**src/rtl/instruction_decoder_pkg.sv**
```systemverilog
// Shared encodings for the instruction decoder: one-hot states, modes,
// register codes, ALU ops and instruction-word field positions.
package instruction_decoder_pkg;

    localparam int unsigned STATE_W = 16;
    localparam int unsigned WORD_W  = 16;
    localparam int unsigned MODE_W  = 4;
    localparam int unsigned OP_W    = 6;
    localparam int unsigned REG_W   = 4;

    // One-hot bit index of each micro-state within o_state
    localparam int unsigned BIT_DECODE = 0;
    localparam int unsigned BIT_EXEC   = 1;
    localparam int unsigned BIT_ADDR   = 2;
    localparam int unsigned BIT_MEM    = 3;
    localparam int unsigned BIT_WB     = 4;
    localparam int unsigned BIT_DATA   = 5;
    localparam int unsigned BIT_ERR    = 15;

    typedef enum logic [STATE_W-1:0] {
        ST_DECODE = STATE_W'(1) << BIT_DECODE,
        ST_EXEC   = STATE_W'(1) << BIT_EXEC,
        ST_ADDR   = STATE_W'(1) << BIT_ADDR,
        ST_MEM    = STATE_W'(1) << BIT_MEM,
        ST_WB     = STATE_W'(1) << BIT_WB,
        ST_DATA   = STATE_W'(1) << BIT_DATA,
        ST_ERR    = STATE_W'(1) << BIT_ERR
    } state_e;

    localparam logic [MODE_W-1:0] MODE_ALU_RR = MODE_W'(0);
    localparam logic [MODE_W-1:0] MODE_ALU_RI = MODE_W'(1);
    localparam logic [MODE_W-1:0] MODE_LOAD   = MODE_W'(2);
    localparam logic [MODE_W-1:0] MODE_STORE  = MODE_W'(3);

    localparam logic [REG_W-1:0] REG_ZERO = REG_W'(4'h0);
    localparam logic [REG_W-1:0] REG_IMM  = REG_W'(4'hC);
    localparam logic [REG_W-1:0] REG_MDR  = REG_W'(4'hD);
    localparam logic [REG_W-1:0] REG_MAR  = REG_W'(4'hE);

    localparam logic [OP_W-1:0] ALU_NOP    = OP_W'(6'h00);
    localparam logic [OP_W-1:0] ALU_ADD    = OP_W'(6'h01);
    localparam logic [OP_W-1:0] ALU_PASS_A = OP_W'(6'h02);

    // Field slices: word 1 = mode/alu_op/dest, word 2 = src1/src2/imm8
    localparam int unsigned IR1_MODE_MSB = 15;
    localparam int unsigned IR1_MODE_LSB = 12;
    localparam int unsigned IR1_OP_MSB   = 11;
    localparam int unsigned IR1_OP_LSB   = 6;
    localparam int unsigned IR1_DEST_MSB = 5;
    localparam int unsigned IR1_DEST_LSB = 2;
    localparam int unsigned IR2_SRC1_MSB = 15;
    localparam int unsigned IR2_SRC1_LSB = 12;
    localparam int unsigned IR2_SRC2_MSB = 11;
    localparam int unsigned IR2_SRC2_LSB = 8;

endpackage

```
**src/rtl/instruction_decoder.sv**
```systemverilog
// Multi-cycle control sequencer: decodes a two-word instruction and walks
// one-hot micro-states, Moore-driving ALU selects and memory strobes.
module instruction_decoder
    import instruction_decoder_pkg::*;
(
    input  logic                i_clk,
    input  logic                i_rst_n,
    input  logic [WORD_W-1:0]   i_ir1,
    input  logic [WORD_W-1:0]   i_ir2,
    output logic [STATE_W-1:0]  o_state,
    output logic                o_err,
    output logic [OP_W-1:0]     o_alu_op,
    output logic [REG_W-1:0]    o_s1,
    output logic [REG_W-1:0]    o_s2,
    output logic [REG_W-1:0]    o_dest,
    output logic                o_mem_wr,
    output logic                o_mem_rd
);

    state_e             state_q;
    state_e             state_d;
    logic [MODE_W-1:0]  mode_q;
    logic [OP_W-1:0]    alu_op_q;
    logic [REG_W-1:0]   dest_q;
    logic [REG_W-1:0]   src1_q;
    logic [REG_W-1:0]   src2_q;
    logic [MODE_W-1:0]  mode_in;

    // Reserved bits and imm8 belong to the datapath, not the sequencer
    logic               unused_ir_bits;
    assign unused_ir_bits = ^{i_ir1[1:0], i_ir2[7:0]};

    assign mode_in = i_ir1[IR1_MODE_MSB:IR1_MODE_LSB];

    // State register
    always_ff @(posedge i_clk) begin
        if (!i_rst_n) begin
            state_q <= ST_DECODE;
        end else begin
            state_q <= state_d;
        end
    end

    // Instruction copy captured in DECODE so later states ignore IR changes
    always_ff @(posedge i_clk) begin
        if (!i_rst_n) begin
            mode_q   <= '0;
            alu_op_q <= '0;
            dest_q   <= '0;
            src1_q   <= '0;
            src2_q   <= '0;
        end else if (state_q == ST_DECODE) begin
            mode_q   <= mode_in;
            alu_op_q <= i_ir1[IR1_OP_MSB:IR1_OP_LSB];
            dest_q   <= i_ir1[IR1_DEST_MSB:IR1_DEST_LSB];
            src1_q   <= i_ir2[IR2_SRC1_MSB:IR2_SRC1_LSB];
            src2_q   <= i_ir2[IR2_SRC2_MSB:IR2_SRC2_LSB];
        end
    end

    // Next-state logic; any non-one-hot encoding falls back to DECODE
    always_comb begin
        state_d = ST_DECODE;
        case (state_q)
            ST_DECODE: begin
                if (mode_in == MODE_ALU_RR || mode_in == MODE_ALU_RI) begin
                    state_d = ST_EXEC;
                end else if (mode_in == MODE_LOAD || mode_in == MODE_STORE) begin
                    state_d = ST_ADDR;
                end else begin
                    state_d = ST_ERR;
                end
            end
            ST_EXEC: state_d = ST_DECODE;
            ST_ADDR: state_d = (mode_q == MODE_STORE) ? ST_DATA : ST_MEM;
            ST_MEM:  state_d = (mode_q == MODE_LOAD) ? ST_WB : ST_DECODE;
            ST_WB:   state_d = ST_DECODE;
            ST_DATA: state_d = ST_MEM;
            ST_ERR:  state_d = ST_ERR;
            default: state_d = ST_DECODE;
        endcase
    end

    // Moore output decode from the state and latched instruction
    always_comb begin
        o_err    = 1'b0;
        o_alu_op = ALU_NOP;
        o_s1     = REG_ZERO;
        o_s2     = REG_ZERO;
        o_dest   = REG_ZERO;
        o_mem_wr = 1'b0;
        o_mem_rd = 1'b0;
        case (state_q)
            ST_EXEC: begin
                o_alu_op = alu_op_q;
                o_s1     = src1_q;
                o_s2     = (mode_q == MODE_ALU_RI) ? REG_IMM : src2_q;
                o_dest   = dest_q;
            end
            ST_ADDR: begin
                o_alu_op = ALU_ADD;
                o_s1     = src1_q;
                o_s2     = REG_IMM;
                o_dest   = REG_MAR;
            end
            ST_MEM: begin
                o_mem_rd = (mode_q == MODE_LOAD);
                o_mem_wr = (mode_q == MODE_STORE);
            end
            ST_WB: begin
                o_alu_op = ALU_PASS_A;
                o_s1     = REG_MDR;
                o_dest   = dest_q;
            end
            ST_DATA: begin
                o_alu_op = ALU_PASS_A;
                o_s1     = src2_q;
                o_dest   = REG_MDR;
            end
            ST_ERR:  o_err = 1'b1;
            default: ;
        endcase
    end

    assign o_state = state_q;

endmodule

```
**config.mk**
```make
export PLATFORM = sky130hd
export DESIGN_NAME = instruction_decoder
export DESIGN_NICKNAME = d
export VERILOG_FILES = /design/src/rtl/instruction_decoder_pkg.sv /design/src/rtl/instruction_decoder.sv
export SDC_FILE = /design/constraint.sdc
export NUM_CORES = 1
export LEC_CHECK = 0
export ABC_AREA = 1
export BUFFER_PORTS_ARGS = -buffer_cell sky130_fd_sc_hd__buf_2
export CAP_MARGIN = 25
export CORE_MARGIN = 1.5
export CORE_UTILIZATION = 30
export CTS_CLUSTER_DIAMETER = 120
export DETAILED_ROUTE_END_ITERATION = 7
export SYNTH_ARGS = -nofsm -noshare
export SYNTH_HDL_FRONTEND = slang
export SYNTH_SLANG_ARGS = --single-unit
```
**constraint.sdc**
```tcl
create_clock -name i_clk -period 3.45 [get_ports i_clk]
set_input_delay 0.5175 -clock i_clk [delete_from_list [all_inputs] [get_ports i_clk]]
set_output_delay 0.5175 -clock i_clk [all_outputs]
set_load 0.05 [all_outputs]
```
* Yosys cells after proc, flatten, opt, wreduce, memory -nomap -nowiden
Cells that the tools add are included.
** Cells by class
- Equality and inequality tests :: 13
- Multiplexer cells :: 13
- Reduce and logical (&&, ||, !) cells :: 6
** Operator list (number)
- 16-bit one-hot mux with 5 select lines :: 1
- 16-bit two-way mux :: 2
- 4-bit one-hot mux with 3 select lines :: 2
- 6-bit one-hot mux with 3 select lines :: 1
- 16-bit by 1-bit equality test with 1-bit output (second input constant) :: 1
- 16-bit equality test (second input constant) :: 1
- 16-bit by 2-bit equality test with 1-bit output (second input constant) :: 1
- 16-bit by 3-bit equality test with 1-bit output (second input constant) :: 1
- 16-bit by 4-bit equality test with 1-bit output (second input constant) :: 1
- 16-bit by 5-bit equality test with 1-bit output (second input constant) :: 1
- 16-bit by 6-bit equality test with 1-bit output (second input constant) :: 1
- 4-bit by 2-bit equality test with 1-bit output (second input constant) :: 4
- 4-bit by 1-bit equality test with 1-bit output (second input constant) :: 2
- 4-bit one-hot mux with 2 select lines :: 1
- 6-bit two-way mux :: 1
- 2-bit OR reduction :: 3
- 5-bit two-way mux :: 1
- 4-bit logical NOT :: 1
- 4-bit two-way mux :: 1
- 1-bit two-way mux :: 3
- 1-bit logical OR :: 2
** Word-level totals
- Bits in registers :: 38
- Bits of input ports :: 34
- Output and inout bits :: 37
- Logic and storage cells :: 38

* Longest topological paths before layout
Gate-level depths: netlist of run 1.
- Depth in word-level cells :: 5
- Gate-level depth with buffers :: 8
- Gate-level depth less buffers :: 8

* Worst setup path after synthesis of run 1
No wires, ideal clock.
- Path kind :: register to output
- From :: register state_q[1] (netlist: o_state[1])
- To :: output port o_s2[0]
- Arrival :: 1798 ps
- Path slack :: 1134 ps
- Stages on the path, launching flop included :: 5
- Path buffers :: 0
- Cells stage by stage :: dfxtp_1 nand3_1 nor2_4 inv_2 nor3b_2
** On the way
- Longest elaborated chain between the ends :: 2
- Elaborated cells between the ends (all ways) :: 3
- Those cells by class :: 2 x eq/ne; 1 x mux
** RTL lines
- start: declaration :: RTL line instruction_decoder.sv:20 : state_e state_q;
- start signal: assignment :: RTL line instruction_decoder.sv:40 : state_q <= state_d;
- 16-bit by 3-bit equality test with 1-bit output or 16-bit by 2-bit equality test with 1-bit output (tied branches) :: RTL line instruction_decoder.sv:93 : case (state_q)
- 4-bit one-hot mux with 2 select lines (*) :: RTL line instruction_decoder.sv:93
- end: declaration :: RTL line instruction_decoder.sv:14 : output logic [REG_W-1:0] o_s2,
Mark *: on every way between the ends. The rest lies on a longest branch, timed or not.

* Worst setup path in the final report of run 1
- From :: register state_q[3] (netlist: o_state[3])
- To :: output port o_dest[1]
** On the way
- Longest elaborated chain between the ends :: 3
- Elaborated cells between the ends (all ways) :: 6
- Those cells by class :: 4 x eq/ne; 1 x mux; 1 x reduce/logical
** RTL lines
- 16-bit by 5-bit equality test with 1-bit output or 16-bit by 2-bit equality test with 1-bit output (tied branches) :: RTL line instruction_decoder.sv:93
- 2-bit OR reduction (no line)
- 4-bit one-hot mux with 3 select lines (*) :: RTL line instruction_decoder.sv:93
- end: declaration :: RTL line instruction_decoder.sv:15 : output logic [REG_W-1:0] o_dest,
Marks and branches as above.

==> impl_metrics.ini, run 1 <==
[clock_tree]
cts_buffer_depth = 2
cts_buffers = 5
insertion_delay_ns = 0.28
cts.sinks = 29
cts_hold_buf = 0
clkTransAtPathRegs_ns = 0.06
clockRootBuffer = clkbuf_8
cts_tree = built
cts_resized = 0
cts_setup_buffers = 0
cts_max_level = 2

[detailed_routing]
first_pass_iters = 4
wl_per_cell_um = 11.0
via_count = 1417
ant_nets = 0
drt_wl_total_um = 3680
drt_iter0_drc = 47
route.detailed.drc = 0
drt-vias-per-instance = 4.24

[setup_path]
critical_path.cell_chain = nor2_1 > nand3_1 > nor2_4 > inv_2 > nand2_2 > nand2_1 > nand2_1 > buf_2
cp_slowest_cell = dfxtp_1
path_common_cell = nand2_1
required_ns = 2.93
cp_max_fo = 10
r2r_cells = 6
end_kind = output pin
crit_buf_inv = 2
worstReg2RegEnd = o_state[2]
crit_path_max_incr_delay_ns = 0.34
timing.reg2reg.setup_slack_ns = 2.13
cp_data_arrival_time_ns = 1.75
worstReg2RegStart = o_state[0]
path_class = register to output pin
start_kind = register
critPathTopFamily = simple AND/OR/NAND/NOR gates

[logic_synthesis]
synth_edf_count = 0
syn-cell-area_sq_um = 1540
ys_seq_elements = 29
synth_area_per_cell_sq_um = 7.17
yosys_warnings = 0
synth_top_area_share_pct = 37.7
synth_commonest_cells = nor2_1, nand2_1, dfxtp_1
synthesis.instances = 215
ys_top_cells_by_area = dfxtp_1, nor2_1, nand2_1
ys_seq_area_share_pct = 37.7
yosysTopAreaCell = dfxtp_1
synth_flop_cell = dfxtp_1
synthDistinctLibCells = 28
synth.most_common_cell = nor2_1
synth_async_sr_flop_share_pct = 0

[global_route]
antenna_found_initial = 0
grt_util_met3_pct = 3.61
grt_pass1_vias = 1317
use_met2_pct = 25.1
grt_pass1_wl_um = 5860
grt-ovfl-total = 0
use_met1_pct = 16.8
grt_max_degree = 27
busiest_layer = met2
gr-usage-all-layers_pct = 14.3

[placed_design]
detailedPlacementHpwl_um = 2660
placed_area_sq_um = 1780
place_ws_ns = 1.45
port_buffers = 51
gp_congestion = 0.752

[pwr]
p_per_area_nw_per_um2 = 508
comb_power_share_pct = 27.4
p_leak_nw = 0.942
seq_power_share_pct = 44.5
irDropWorstVdd_mv = 0.207
power_uw = 945
swShare_pct = 36.4
p_int_uw = 601
switching_power_uw = 344
pwr-share-clk_pct = 28.1

[run_status]
outcome = complete, no violations

[finish]
area_growth_pct = 20.7
drive_gt1_share_pct = 33.0
postLayoutCellArea_sq_um = 1860
num_antenna_cells = 0
layout.nets = 300

[die]
fp-row-count = 25
dieArea_sq_um = 5580
fp.dieW_um = 74.7
io_pins = 71
dieHeight_um = 74.7
fp.coreArea_sq_um = 4850
initial_utilization_pct = 31.8

[sta]
rsz0062_at_grt = no
setup_violations = 0
finalHoldViolations = 0
finalWorstSetupSlack_ns = 1.19
post-route-period-util_pct = 65.6
max_freq_mhz = 442
skew_ns = 0.00529
finalSetupTns_ns = 0
drv_slew = 0
final.min_clock_period_ns = 2.26

[min_path]
min_path_cells = 2
worst_hold_path.endpoint = o_state[1]
hp-class = primary input to register
worstHoldStart = i_ir1[13]

[job]
cap_violations = 0
==> state kept, by name (all words and copies together), names as in the netlist <==
name,cells
src1_q,4
o_state,7
src2_q,4
alu_op_q,6
dest_q,4
mode_q,4
==> layout make-up <==
type	instances	area [sq um]
Clock buffer	6	72.6
Clock inverter	2	10.0
Fill cell	548	2990
Inverter	18	80.1
Multi-Input combinational cell	161	778
Sequential cell	29	581
Tap cell	67	83.8
Timing Repair Buffer	51	255
==> metal layers <==
metal,wire length [um],vias to the layer above
met5,0,-
li1,-,755
met4,59,0
met2,1720,41
met1,1720,615
met3,180,6
==> power by group through the flow <==
| stage | registers, mW | clock network, mW | logic, mW |
|---|---|---|---|
| after floorplan | 0.437 | 0 | 0.236 |
| after global placement | 0.426 | 0 | 0.258 |
| after detailed placement | 0.428 | 0 | 0.261 |
| after CTS | 0.421 | 0.279 | 0.262 |
| after global routing | 0.427 | 0.291 | 0.290 |
| final | 0.420 | 0.266 | 0.259 |
==> how the worst max path moves through the flow <==
stage,depth (start not counted),endpoint,startpoint,slack [ns]
final,8,o_dest[1],o_state[3],1.19
after global routing,8,o_dest[3],o_state[3],0.99
after CTS,8,o_dest[0],o_state[4],1.14
after detailed placement,8,o_dest[0],o_state[3],1.45
after global placement,8,o_dest[1],o_state[4],1.45
after floorplan,4,o_s2[0],o_state[1],1.13
==> per-stage QoR <==
| step | hold WS, ns | cells | utilization, % |
|---|---|---|---|
| floorplan | 0.447 | 223 | - |
| global placement | 0.460 | 326 | 36.7 |
| detailed placement | 0.468 | 326 | 36.7 |
| CTS | 0.413 | 334 | 38.4 |
| global route | 0.420 | 334 | 38.4 |
| finish | 0.427 | 334 | 38.4 |
==> kinds of logic after synthesis <==
logic type / after synthesis / synth area share [%]
flops: 29 / 37.7
simple gates: 120 / 37.7
compound gates: 32 / 10.6
other cells: 1 / 0.243
buf+inv: 33 / 13.8
==> cells in the final DEF, fill, tap and decap left out, types with 2 or more instances in the layout <==
cell type and instances:
nor3_1 2, clkbuf_8 5, nor2_4 5, nor2_1 53
o21ai_0 11, nand2_1 34, o21ai_1 16, conb_1 9
nand3_1 6, inv_2 3, a21oi_1 4, buf_2 51
clkinv_2 2, nor2_2 13, inv_1 13, dfxtp_1 29
(Power assumes the default switching activity.)
==> run 2, diff against run 1 <==
==> constraint.sdc (replaced) <==
create_clock -name i_clk -period 1.9 [get_ports i_clk]
set_input_delay 0.285 -clock i_clk [delete_from_list [all_inputs] [get_ports i_clk]]
set_output_delay 0.285 -clock i_clk [all_outputs]
set_load 0.05 [all_outputs]
==> run 2 against run 1 <==
Against the previous run:
- cell count increased by 0.90%
- worst hold slack lost 0.24 ns
- total power is 86% higher
- register-to-register slack worse by 1.6 ns
- combinational power rose by 87%
- flip-flop and latch count stayed put
- clock power up 92%
- final area up 8.5%
- worst setup slack got worse by 1.1 ns
- non-clock buffer count rose by 4
- wire length rose by 3.6%
==> impl_metrics.ini, run 2 (synthesis gave the netlist of run 1 again) <==
[run_status]
outcome = complete, no violations

[setup_path]
end_kind = output pin
worstReg2RegEnd = o_state[2]
worstReg2RegStart = o_state[0]
path_class = register to output pin
cp_max_fo = 6
timing.reg2reg.setup_slack_ns = 0.56
required_ns = 1.62
cp_data_arrival_time_ns = 1.54
crit_path_max_incr_delay_ns = 0.35
start_kind = register
critical_path.cell_chain = nor2_4 > nand2_1 > nor2_4 > buf_4 > nor2_1 > nand2_1 > buf_6
cp_slowest_cell = dfxtp_2
r2r_cells = 6

[pwr]
p_leak_nw = 0.970
irDropWorstVdd_mv = 0.344
p_per_area_nw_per_um2 = 872

[finish]
multi_input_area_sq_um = 823
drive_gt1_share_pct = 38.1
final_common_cell = nor2_1
seq_area_sq_um = 587
area_growth_pct = 31.0
fin_util_pct = 41.7
fin_cells = 337
nFillCells = 505
postLayoutCellArea_sq_um = 2020
mostFrequentLayoutCells = nor2_1, buf_2, nand2_1
layout.nets = 304
num_antenna_cells = 0
largest_reg_flops = 7

[clock_tree]
cts.sinks = 29
cts_max_level = 2
cts_buffer_depth = 2
insertion_delay_ns = 0.28
cts_tree = built
cts_buffers = 5
clkTransAtPathRegs_ns = 0.06
clockRootBuffer = clkbuf_8

[placed_design]
detailedPlacementHpwl_um = 2710
port_buffers = 51
dp.cells = 329
gp_congestion = 0.771
placed_area_sq_um = 1810

[sta]
max_freq_mhz = 547
setup_violations = 0
rsz0062_at_grt = yes
final.min_clock_period_ns = 1.83
skew_ns = 0.00190
post-route-period-util_pct = 96.3
finalHoldViolations = 0
hold_slack_ns = 0.183
drv_slew = 0

[detailed_routing]
wl_per_cell_um = 11.3
first_pass_iters = 4
drt-vias-per-instance = 4.28
drt_iter0_drc = 42
via_count = 1441
route.detailed.drc = 0
ant_nets = 0
drt_wl_total_um = 3810

[global_route]
gr-usage-all-layers_pct = 14.2
grt_pass1_wl_um = 5890
grt_pass1_vias = 1302
antenna_found_initial = 0
grt_max_degree = 27
grt-ovfl-total = 0

[die]
fp.coreArea_sq_um = 4850
dieArea_sq_um = 5580
dieHeight_um = 74.7
fp-row-count = 25
initial_utilization_pct = 31.8
io_pins = 71
fp.dieW_um = 74.7

[min_path]
worstHoldStart = i_ir1[13]
hp-class = primary input to register
min_path_cells = 2
worst_hold_path.endpoint = o_state[1]

[job]
cap_violations = 0
-- run 2: cell count changes in the layout (fill, tap and decap cells not counted), moves of 4 or more --
cell    delta
nor2_1     -7
buf_6      +9
buf_2     -16
nor2_2     +4
buf_4      +8
-- run 2: area by class of cell --
type	count	share of cell area [%]
tap	67	4.15
timing repair buffer	55	17.8
inverter	18	3.97
clock buffer	7	4.28
multi-input combinational	161	40.8
sequential	29	29.1
-- run 2: worst max path at each step --
stage                     cells past startpoint        from  slack [ns]     endpoint
after floorplan                               4  o_state[1]       -0.18      o_s2[0]
after global placement                        8  o_state[0]        0.19    o_dest[0]
after detailed placement                      8  o_state[3]        0.16    o_dest[0]
after CTS                                     6  o_state[0]       0.006  o_alu_op[1]
after global routing                          7  o_state[2]       -0.03  o_alu_op[0]
final                                         7  o_state[1]        0.07    o_dest[3]
-- run 2: worst max-delay path, delay by kind of cell (launching register included) --
family	cells	cell delay (ns)
buffers and inverters	2	0.32
DFF	1	0.35
and+or+nand+nor	5	0.59
-- run 2: per-layer routing --
metal	global-route usage (%)	vias up	wire length, um
li1	-	759	-
met1	17.9	636	1790
met2	23.4	39	1770
met3	3.35	7	183
met4	6.06	0	68
met5	0	-	0
-- run 2: metrics by stage --
step                      setup slack [ns]  total power [mW]  setup TNS (ns)
after floorplan                     -0.183              1.22          -0.879
after global placement               0.191              1.25               0
after detailed placement             0.158              1.26               0
after CTS                          0.00619              1.78               0
after global routing               -0.0309              1.88         -0.0989
final                               0.0712              1.76               0
-- run 2: power by group --
group | total (mW) | internal, mW | leakage (nW) | switching, mW
combinational | 0.485 | 0.146 | 0.684 | 0.339
clock | 0.510 | 0.287 | 0.0443 | 0.224
sequential | 0.766 | 0.701 | 0.242 | 0.0648
total | 1.76 | 1.13 | 0.970 | 0.627
-- run 2: what timing repair did --
action,CTS,global route
hold buffers,0,0
gates resized for setup,15,24
pin swaps,1,7
hold endpoints to repair,0,0
gates cloned,0,0
buffers inserted,0,1
setup endpoints to repair,13,17
